### src/rtl/pwm_compare.sv
// pwm_compare: compares a free-running count against a double-buffered duty
// value and drives a registered PWM output and a once-per-period done strobe.
// Duty updates use a valid/ready handshake into a shadow register. The shadow
// value is applied only at a period start (count == 0).
// Optional feature macro: PWM_DEADBAND_EN adds a complementary output pwm_lo,
// parameter DEADBAND, and dead-time insertion on both outputs.
module pwm_compare #(
    parameter int N = 4
`ifdef PWM_DEADBAND_EN
    ,
    parameter int DEADBAND = 2
`endif
) (
    input  logic         clock,
    input  logic         clear_n,
    input  logic [N-1:0] count,
    input  logic         enable,
    input  logic [N:0]   duty_in,
    input  logic         duty_valid,
    output logic         duty_ready,
    output logic         pwm,
    output logic         period_done
`ifdef PWM_DEADBAND_EN
    ,
    output logic         pwm_lo
`endif
);

    typedef enum logic [1:0] {
        IDLE = 2'd0,
        ARM  = 2'd1,
        RUN  = 2'd2
    } state_t;

    state_t     state;
    state_t     state_next;
    logic [N:0] active_duty;
    logic [N:0] shadow;
    logic       pending;

    logic       period_start;
    logic       load;
    logic       xfer;
    logic [N:0] duty_eff;
    logic       raw_hi;
    logic       last_count;

    // The shadow register is free whenever nothing is waiting to be applied.
    assign duty_ready = !pending;
    assign xfer       = duty_valid && !pending;
    assign last_count = (count == {N{1'b1}});

    // Next-state logic: enable low forces IDLE from any state.
    always_comb begin
        // NOTE: every always_comb output gets a default first, so no path leaves it unassigned (no latch).
        state_next = state;
        if (!enable) begin
            state_next = IDLE;
        end else begin
            case (state)
                IDLE:    state_next = ARM;
                ARM:     if (count == '0) state_next = RUN;
                RUN:     state_next = RUN;
                default: state_next = IDLE;
            endcase
        end
    end

    // Period-start detection, shadow load and the compare itself.
    always_comb begin
        period_start = enable && ((state == ARM) || (state == RUN)) && (count == '0);
        load         = period_start && pending;
        duty_eff     = load ? shadow : active_duty;
        // Comparing in N+1 bits makes any duty >= 2**N saturate to "always high".
        raw_hi       = (state_next == RUN) && ({1'b0, count} < duty_eff);
    end

    // State, duty buffers and handshake bookkeeping.
    always_ff @(posedge clock or negedge clear_n) begin
        if (!clear_n) begin
            state       <= IDLE;
            active_duty <= '0;
            shadow      <= '0;
            pending     <= 1'b0;
        end else begin
            // NOTE: sequential state uses non-blocking assignments so every register samples pre-edge values.
            state <= state_next;
            if (load) begin
                active_duty <= shadow;
            end
            // A load requires pending=1, which blocks a transfer in the same
            // cycle, so a transfer at a period start only ever fills the shadow.
            if (xfer) begin
                shadow  <= duty_in;
                pending <= 1'b1;
            end else if (load) begin
                pending <= 1'b0;
            end
        end
    end

    // One strobe on the last count of each RUN period (never while arming).
    always_ff @(posedge clock or negedge clear_n) begin
        if (!clear_n) begin
            period_done <= 1'b0;
        end else begin
            period_done <= (state == RUN) && last_count;
        end
    end

`ifdef PWM_DEADBAND_EN
    // Run-length counters saturate at DEADBAND; width holds 0..DEADBAND.
    localparam int DB_W = $clog2(DEADBAND + 2);
    localparam logic [DB_W-1:0] DB_LIM = DB_W'(DEADBAND);

    logic            raw_lo;
    logic [DB_W-1:0] hi_run;
    logic [DB_W-1:0] lo_run;

    assign raw_lo = (state_next == RUN) && !raw_hi;

    // Each output rises only after its raw request has been present for
    // DEADBAND cycles; falls pass straight through, so both sides are low
    // during the gap and pulses no longer than DEADBAND are swallowed.
    always_ff @(posedge clock or negedge clear_n) begin
        if (!clear_n) begin
            hi_run <= '0;
            lo_run <= '0;
            pwm    <= 1'b0;
            pwm_lo <= 1'b0;
        end else begin
            if (raw_hi) begin
                hi_run <= (hi_run < DB_LIM) ? hi_run + DB_W'(1) : hi_run;
            end else begin
                hi_run <= '0;
            end
            if (raw_lo) begin
                lo_run <= (lo_run < DB_LIM) ? lo_run + DB_W'(1) : lo_run;
            end else begin
                lo_run <= '0;
            end
            pwm    <= raw_hi && (hi_run >= DB_LIM);
            pwm_lo <= raw_lo && (lo_run >= DB_LIM);
        end
    end
`else
    // Plain registered compare output.
    always_ff @(posedge clock or negedge clear_n) begin
        if (!clear_n) begin
            pwm <= 1'b0;
        end else begin
            pwm <= raw_hi;
        end
    end
`endif

endmodule
### config.mk
export PLATFORM = sky130hd
export DESIGN_NAME = pwm_compare
export DESIGN_NICKNAME = d
export VERILOG_FILES = /design/src/rtl/pwm_compare.sv
export SDC_FILE = /design/constraint.sdc
export NUM_CORES = 1
export LEC_CHECK = 0
export CORE_MARGIN = 4
export CORE_UTILIZATION = 52
export DETAILED_ROUTE_END_ITERATION = 10
export PLACE_DENSITY_LB_ADDON = 0.15
export SLEW_MARGIN = 25
export SYNTH_ARGS = -nofsm -noshare
export SYNTH_HDL_FRONTEND = slang
export SYNTH_SLANG_ARGS = --single-unit
### constraint.sdc
create_clock -name clock -period 3.9 [get_ports clock]
set_clock_uncertainty 0.05 [all_clocks]
set_input_delay 0.78 -clock clock [delete_from_list [all_inputs] [get_ports clock]]
set_output_delay 0.78 -clock clock [all_outputs]
set_load 0.005 [all_outputs]
# Word-level counts from Yosys, hierarchy flattened
# Cells that the tools add are included.
# totals
regBits	15
out_inout_bits	3
# op_classes
n_lt_le_gt_ge	1
n_eq_ne	4
muxes	6
reduce_logical	11
# ops
cell	count
logical AND 1 bit	6
case mux 2 bit (3 select lines)	1
< comparator 4 x 5 -> 1 bit	1
2-to-1 mux 5 bit	1
equality test 2 bit, second input constant	2
equality test 4 bit, second input constant	1
logical NOT 4 bit	1
2-to-1 mux 2 bit	2
equality test 2 x 1 -> 1 bit, second input constant	1
logical NOT 2 bit	1
2-to-1 mux 1 bit	2
nonzero test 2 bit	1
logical NOT 1 bit	1
logical OR 1 bit	1

# Logic depth before layout (Yosys ltp)
# Gate-level depths: netlist (run 1).
# logic_depth
word_depth	8
mapped_depth	10

# Worst setup path after synthesis (run 1)
# OpenSTA, ideal clock, no wires.
# synth_timing
path_kind	input to register
from	input count[2]
to	register pwm
setup_time_ps	64
t_arrival_ps	2649
required_time_ps	3786
slack_ps	1136
cell_stages	8
cell_sequence	or4_4 -> nor2_8 -> mux2i_1 -> ha_1 -> a211oi_1 -> nand4_1 -> a31oi_1 -> o21a_1
# synth_between
elab_chain_cells	6
# synth_lines
item	line	rtl
start: declaration	16	input logic [N-1:0] count,
logical NOT 4 bit	62, 71	
logical AND 1 bit or 2-to-1 mux 2 bit (tied branches)	71, 62	
logical AND 1 bit or case mux 2 bit (3 select lines) (tied branches)	72, 60	
2-to-1 mux 5 bit or 2-to-1 mux 2 bit (tied branches)	73, 57	
< comparator 4 x 5 -> 1 bit or equality test 2 bit (tied branches)	75	raw_hi = (state_next == RUN) && ({1'b0, count} < duty_eff);
logical AND 1 bit (*)	75	
named net raw_hi	45	logic raw_hi;
end signal: assignment	152	pwm <= raw_hi;
end: declaration	21	output logic pwm,
# The timed path passes the listed nets; every way through them passes the cells marked *.
# A chain may end at the register's enable or synchronous reset.

# Final worst setup path (run 1)
# Ends and elaborated chain as after synthesis.

==> results of run 1 <==
## worst register-to-register path, cell delays in order (launching register included)
cell	delay, ns
dfrtp_1	0.41
inv_1	0.09
ha_1	0.30
nand3_1	0.18
nor2_8	0.20
mux2i_1	0.28
ha_1	0.29
a211oi_1	0.29
nand4_1	0.14
a31oi_1	0.21
o21a_1	0.12
## cell families after synthesis
kind of cell	after synthesis
buf+inv	6
fa+ha+maj	7
simple gates	19
flops	15
compound gates	7
mux	10
## worst paths after layout
path | startpoint | end
min in group asynchronous | clear_n | period_done$_DFF_PN0_
max | count[2] | pwm$_DFF_PN0_
max in group asynchronous | clear_n | active_duty[3]$_DFF_PN0_
max reg2reg | state[1]$_DFF_PN0_ | pwm$_DFF_PN0_
min | active_duty[3]$_DFF_PN0_ | active_duty[3]$_DFF_PN0_
min reg2reg | active_duty[3]$_DFF_PN0_ | active_duty[3]$_DFF_PN0_
## cells in the mapped netlist (2+ instances only)
cell type,n,area (sq um)
nand4_1,2,12.51
o21ai_0,2,10.01
mux2_2,6,67.56
nand3_1,3,15.01
dfrtp_1,15,375.4
nand2_1,2,7.510
inv_1,6,22.52
ha_1,7,87.58
mux2i_1,3,30.03
nor2_1,4,15.01
## where the power goes
part	switching, uW	internal, uW
logic	36.9	46.5
registers	16.4	186
clock network	53.0	38.0
total	106	271
## per-stage QoR
step           cells  power, uW  setup WS [ns]    util
2_1_floorplan     64      255.2          1.136       -
3_3_place_gp      94      286.5         0.5267  0.6989
3_5_place_dp      94      289.9         0.4285  0.6989
4_1_cts           98      380.8         0.7171  0.7195
5_1_grt           98      400.4         0.5678  0.7195
6_report          98      376.8         0.7173  0.7195
## sequential cells by signal (all words and copies together) (netlist names)
signal / count
active_duty: 5
pending: 1
period_done: 1
pwm: 1
shadow: 5
state: 2
## cells in the final DEF, fill, tap and decap left out, drive strengths merged
master          n
nand4           2
nand2           2
nor2b           1
clkinv          1
nand4b          1
clkbuf          3
inv             6
nor4            1
clkdlybuf4s50  15
and3            1
a31oi           1
dfrtp          15
o21ai           2
ha              7
o21a            1
a21oi           1
nor2            5
o211ai          1
mux2i           3
a211oi          1
mux2            7
or4             1
nand3           3
nor3            1
nand3b          1
## layout make-up
| type | count | area share |
|---|---|---|
| Clock buffer | 3 | 0.02347 |
| Timing Repair Buffer | 15 | 0.1565 |
| Clock inverter | 1 | 0.005215 |
| Multi-Input combinational cell | 43 | 0.3807 |
| Inverter | 6 | 0.02347 |
| Sequential cell | 15 | 0.3911 |
| Tap cell | 15 | 0.01956 |
## per-layer routing
metal	share of wire	up-vias	GRT usage
li1	-	264	-
met1	0.44	263	0.1834
met2	0.50	9	0.2582
met3	0.046	2	0.02344
met4	0.0087	0	0.08523
met5	0	-	0
==> flow_summary_export.csv, run 1 <==
group,metric,value,unit
timing,slew_violations,0,
critical_path,crit_buf_inv,1,
route,ant_nets,0,
clocking,cts_tree,"built",
yosys,syn_avg_cell_area,11.93,sq um
global_routing,grt.overflow.total,0,
clocking,cts_buffer_depth,2,
yosys,syn-num-nets,84,
layout,drive_gt1_frac,0.1566,
timing,fin_setup_tns,0,ns
clocking,cts_root_buf,"clkbuf_4",
die,dieArea,2145,sq um
route,vias_per_cell,5.490,
timing,setup_viol,0,
yosys,synth-edff-count,0,
clocking,cts_buffers,3,
route,wl_per_cell,14.05,microns
place,place_area,932.1,sq um
yosys,synth_compound_area_frac,0.05738,
place,io_buffers,15,
clocking,postCtsSetupBuffers,0,
global_routing,grt_usage,0.1532,
place,gp_congestion,0.8250,
yosys,synth_top_family_by_area,"simple AND/OR/NAND/NOR gates",
power_and_ir_drop,ir_drop,0.2472,mV
outcome,status,"completed",
yosys,syn-cell-area,763.2,sq um
job,cap_violations,0,
clocking,path_clk_slew,0.09,ns
yosys,synth_cell_types,24,
route,vias,538,
critical_path,critPathSlowestCell,"or4_4",
die,core,1334,sq um
place,place_hpwl,1045,microns
route,drc,0,
clocking,ctsResizeCount,0,
layout,nets,104,
global_routing,grt_pass1_wl,2290,microns
clocking,clock_latency,0.28,ns
critical_path,r2r_slack,1.28,ns
min_path,hold_depth,2,
critical_path,path_depth,9,
timing,hold_viol_final,0,
yosys,async_flop_share,1.000,
yosys,synth_seq_area_share,0.4918,
yosys,synth-simple-area-share,0.1590,
die,initial_core_util,0.5722,
timing,max_clock_freq,0.3142,GHz
critical_path,crit_family,"simple AND/OR/NAND/NOR gates",
critical_path,critPathKind,"input port to register",
timing,tightestPinTransition,0.6474,ns
yosys,synth-seq-cells,15,
yosys,yosysWarnings,0,
route,drtPass1Iterations,4,
layout,num_antenna_cells,0,
critical_path,max_stage_delay,0.60,ns
power_and_ir_drop,p_leak,0.0004560,uW
route,routed_wl,1377,microns
timing,final.min_clock_period,3.183,ns
global_routing,antenna_found_initial,0,
timing,holdWs,0.4588,ns
timing,rsz0062_at_grt,"no",
critical_path,critPathLaunchType,"input port",
timing,max_slew_margin,0.5671,
die,rows,13,
die,die_x,46.31,microns
yosys,synth-xor-area-share,0,
clocking,h-tree-depth,1,
layout,final_cell_area,959.7,sq um
clocking,hold_buffers,0,
yosys,synth_fa_ha_area_frac,0.1148,
global_routing,grt_max_degree,16,
layout,fillers,99,
yosys,synthFlopType,"dfrtp_1",
yosys,synth.area.mux_share,0.1475,
layout,multi_input_area,365.4,sq um
yosys,synth_cells,64,
power_and_ir_drop,powerDensity,392.7,nW/um^2
timing,fin_crit_sh,0.8161,
critical_path,rr_worst_depth,10,
min_path,min_path_type,"register to register",
critical_path,path_cells,"clkdlybuf4s50_1 -> or4_4 -> nor2_8 -> mux2i_1 -> ha_1 -> a211oi_1 -> nand4_1 -> a31oi_1 -> o21a_1",
route,drt_iter0_drc,7,
die,io_pins,16,
layout,area_delta_synth_final,25.74,%
critical_path,crit_required,4.08,ns
critical_path,worstSetupEndpointType,"register",
critical_path,crit_fanout,6,
global_routing,grt_pass1_vias,567,
clocking,cts_sinks,15,
layout,seq_area,375.4,sq um
critical_path,cp.arrival,3.36,ns
die,die_y,46.31,microns
Power figures use the tool's default switching activity.
==> run 2, diff against run 1 <==
--- a/config.mk
+++ b/config.mk
@@ -6,7 +6,7 @@
 export NUM_CORES = 1
 export LEC_CHECK = 0
 export CORE_MARGIN = 4
-export CORE_UTILIZATION = 52
+export CORE_UTILIZATION = 43
 export DETAILED_ROUTE_END_ITERATION = 10
 export PLACE_DENSITY_LB_ADDON = 0.15
 export SLEW_MARGIN = 25
==> constraint.sdc (replaced) <==
create_clock -name clock -period 2.7 [get_ports clock]
set_clock_uncertainty 0.05 [all_clocks]
set_input_delay 0.54 -clock clock [delete_from_list [all_inputs] [get_ports clock]]
set_output_delay 0.54 -clock clock [all_outputs]
set_load 0.005 [all_outputs]
==> flow_summary_export.csv, run 2 (synthesis results as in run 1) <==
group,metric,value,unit
power_and_ir_drop,intPower,411.5,uW
clocking,cts_buffer_depth,2,
clocking,hold_buffers,0,
layout,layout_commonest_cell,"dfrtp_1",
place,post-place-cells,112,
timing,fin_crit_sh,0.9563,
critical_path,crit_fanout,3,
power_and_ir_drop,ir_drop,0.3366,mV
route,wl_per_cell,13.50,microns
die,core,1594,sq um
die,die_x,50.13,microns
min_path,worstHoldStart,"active_duty[2]$_DFF_PN0_",
die,io_pins,16,
global_routing,grt.overflow.total,0,
die,initial_core_util,0.4788,
critical_path,timing.rr.start,"state[0]$_DFF_PN0_",
power_and_ir_drop,switching_share,0.2870,
global_routing,grt_pass1_vias,619,
global_routing,grt_pass1_wl,2490,microns
critical_path,worstSetupEndpointType,"register",
job,cap_violations,0,
route,drc,0,
layout,mostFrequentLayoutCells,"dfrtp_1 (15), clkdlybuf4s50_1 (12), buf_4 (9), ha_1 (7)",
timing,tightestPinTransition,0.6762,ns
place,post-place-ws,-0.3424,ns
place,io_buffers,15,
global_routing,grt_max_degree,16,
layout,final_cell_area,1067,sq um
layout,largestRegisters,"active_duty (5), shadow (5), state (2)",
clocking,cts_sinks,15,
timing,max_slew_margin,0.5478,
timing,max_clock_freq,0.3873,GHz
critical_path,crit_required,2.89,ns
clocking,h-tree-depth,1,
critical_path,r2r_slack,0.21,ns
power_and_ir_drop,p_sw,165.7,uW
clocking,clock_latency,0.29,ns
layout,num_antenna_cells,0,
die,rows,14,
route,drtPass1Iterations,4,
critical_path,critPathKind,"input port to register",
layout,nets,113,
min_path,hold_depth,2,
outcome,status,"completed",
route,routed_wl,1566,microns
min_path,min_path_type,"register to register",
route,vias_per_cell,5.069,
timing,worst_slack,0.1180,ns
power_and_ir_drop,pwr-share-comb,0.256,
global_routing,antenna_found_initial,0,
timing,hold_viol_final,0,
layout,drive_gt1_frac,0.2717,
route,drt_iter0_drc,3,
layout,final_cells,116,
critical_path,cp.arrival,2.77,ns
layout,post-route-util,0.6695,
power_and_ir_drop,powerDensity,540.8,nW/um^2
critical_path,critPathLaunchType,"input port",
clocking,path_clk_slew,0.09,ns
timing,final.min_clock_period,2.582,ns
critical_path,rr_worst_depth,10,
critical_path,max_stage_delay,0.47,ns
die,die_y,50.13,microns
critical_path,critPathSlowestCell,"or4_4",
power_and_ir_drop,power_frac_clock,0.228,
min_path,hold_path_end,"active_duty[2]$_DFF_PN0_",
timing,slew_violations,0,
clocking,cts_buffers,3,
place,place_hpwl,1159,microns
die,dieArea,2513,sq um
power_and_ir_drop,seq_power_share,0.516,
place,place_area,1011,sq um
clocking,cts_root_buf,"clkbuf_4",
clocking,cts_tree,"built",
power_and_ir_drop,totalPowerFinal,577.2,uW
global_routing,grt_usage,0.1287,
critical_path,path_cells,"clkdlybuf4s50_1 -> or4_4 -> nor2_8 -> mux2i_2 -> ha_1 -> a211oi_2 -> nand4_1 -> a31oi_1 -> o21a_1",
clocking,postCtsSetupBuffers,0,
power_and_ir_drop,p_leak,0.0005320,uW
layout,fillers,123,
place,gp_congestion,0.6961,
layout,area_delta_synth_final,39.84,%
critical_path,timing.rr.end,"pwm$_DFF_PN0_",
timing,setup_viol,0,
route,vias,588,
timing,rsz0062_at_grt,"no",
route,ant_nets,0,
run 2: final cells by class:
cell class	count	area [sq um]	area share
clock buffers	3	22.52	0.02110
clock inverters	1	5.005	0.004689
inverters	6	22.52	0.02110
multi-input cells	43	386.6	0.3623
flip-flops and latches	15	375.4	0.3517
well taps	24	30.03	0.02814
repair buffers	24	225.2	0.2110
run 2: through the flow:
stage	hold slack [ns]	TNS, ns
4_1_cts	0.4599	0
5_1_grt	0.4902	0
6_report	0.4660	0
2_1_floorplan	0.1944	0
3_5_place_dp	0.4409	-0.3424
3_3_place_gp	0.4244	-0.2737
run 2: timing repair:
action                                  4_1_cts  5_1_grt
endpoints found under the setup margin        1        1
resized for setup                             1        6
pin swaps                                     0        7
run 2: layer usage:
layer	track usage	routed length (microns)	share of wire	vias to the layer above
li1	-	-	-	284
met5	0	0	0	-
met2	0.2304	818	0.52	12
met1	0.1453	666	0.43	288
met4	0.06912	24	0.015	0
met3	0.02071	57	0.036	4
run 2: worst max path at each step:
stage	start	slack, ns	to
floorplan	count[2]	0.18	pwm$_DFF_PN0_
global placement	count[2]	-0.27	pwm$_DFF_PN0_
detailed placement	count[2]	-0.34	pwm$_DFF_PN0_
CTS	count[2]	0.02	pwm$_DFF_PN0_
global route	count[2]	0.01	pwm$_DFF_PN0_
finish	count[2]	0.12	pwm$_DFF_PN0_
run 2: power groups by stage:
stage / sequential (uW) / clock, uW / combinational, uW
floorplan: 288 / 0 / 80.6
global placement: 294 / 0 / 134
detailed placement: 297 / 0 / 138
CTS: 292 / 135 / 143
global route: 301 / 148 / 167
finish: 298 / 132 / 148
run 2: worst max-delay path, delay by kind of cell:
family / cells / cell delay [ns]
AOI/OAI and AO/OA: 3 / 0.58
adders and majority gates: 1 / 0.29
buffers and inverters: 1 / 0.43
muxes: 1 / 0.24
and+or+nand+nor: 3 / 0.69
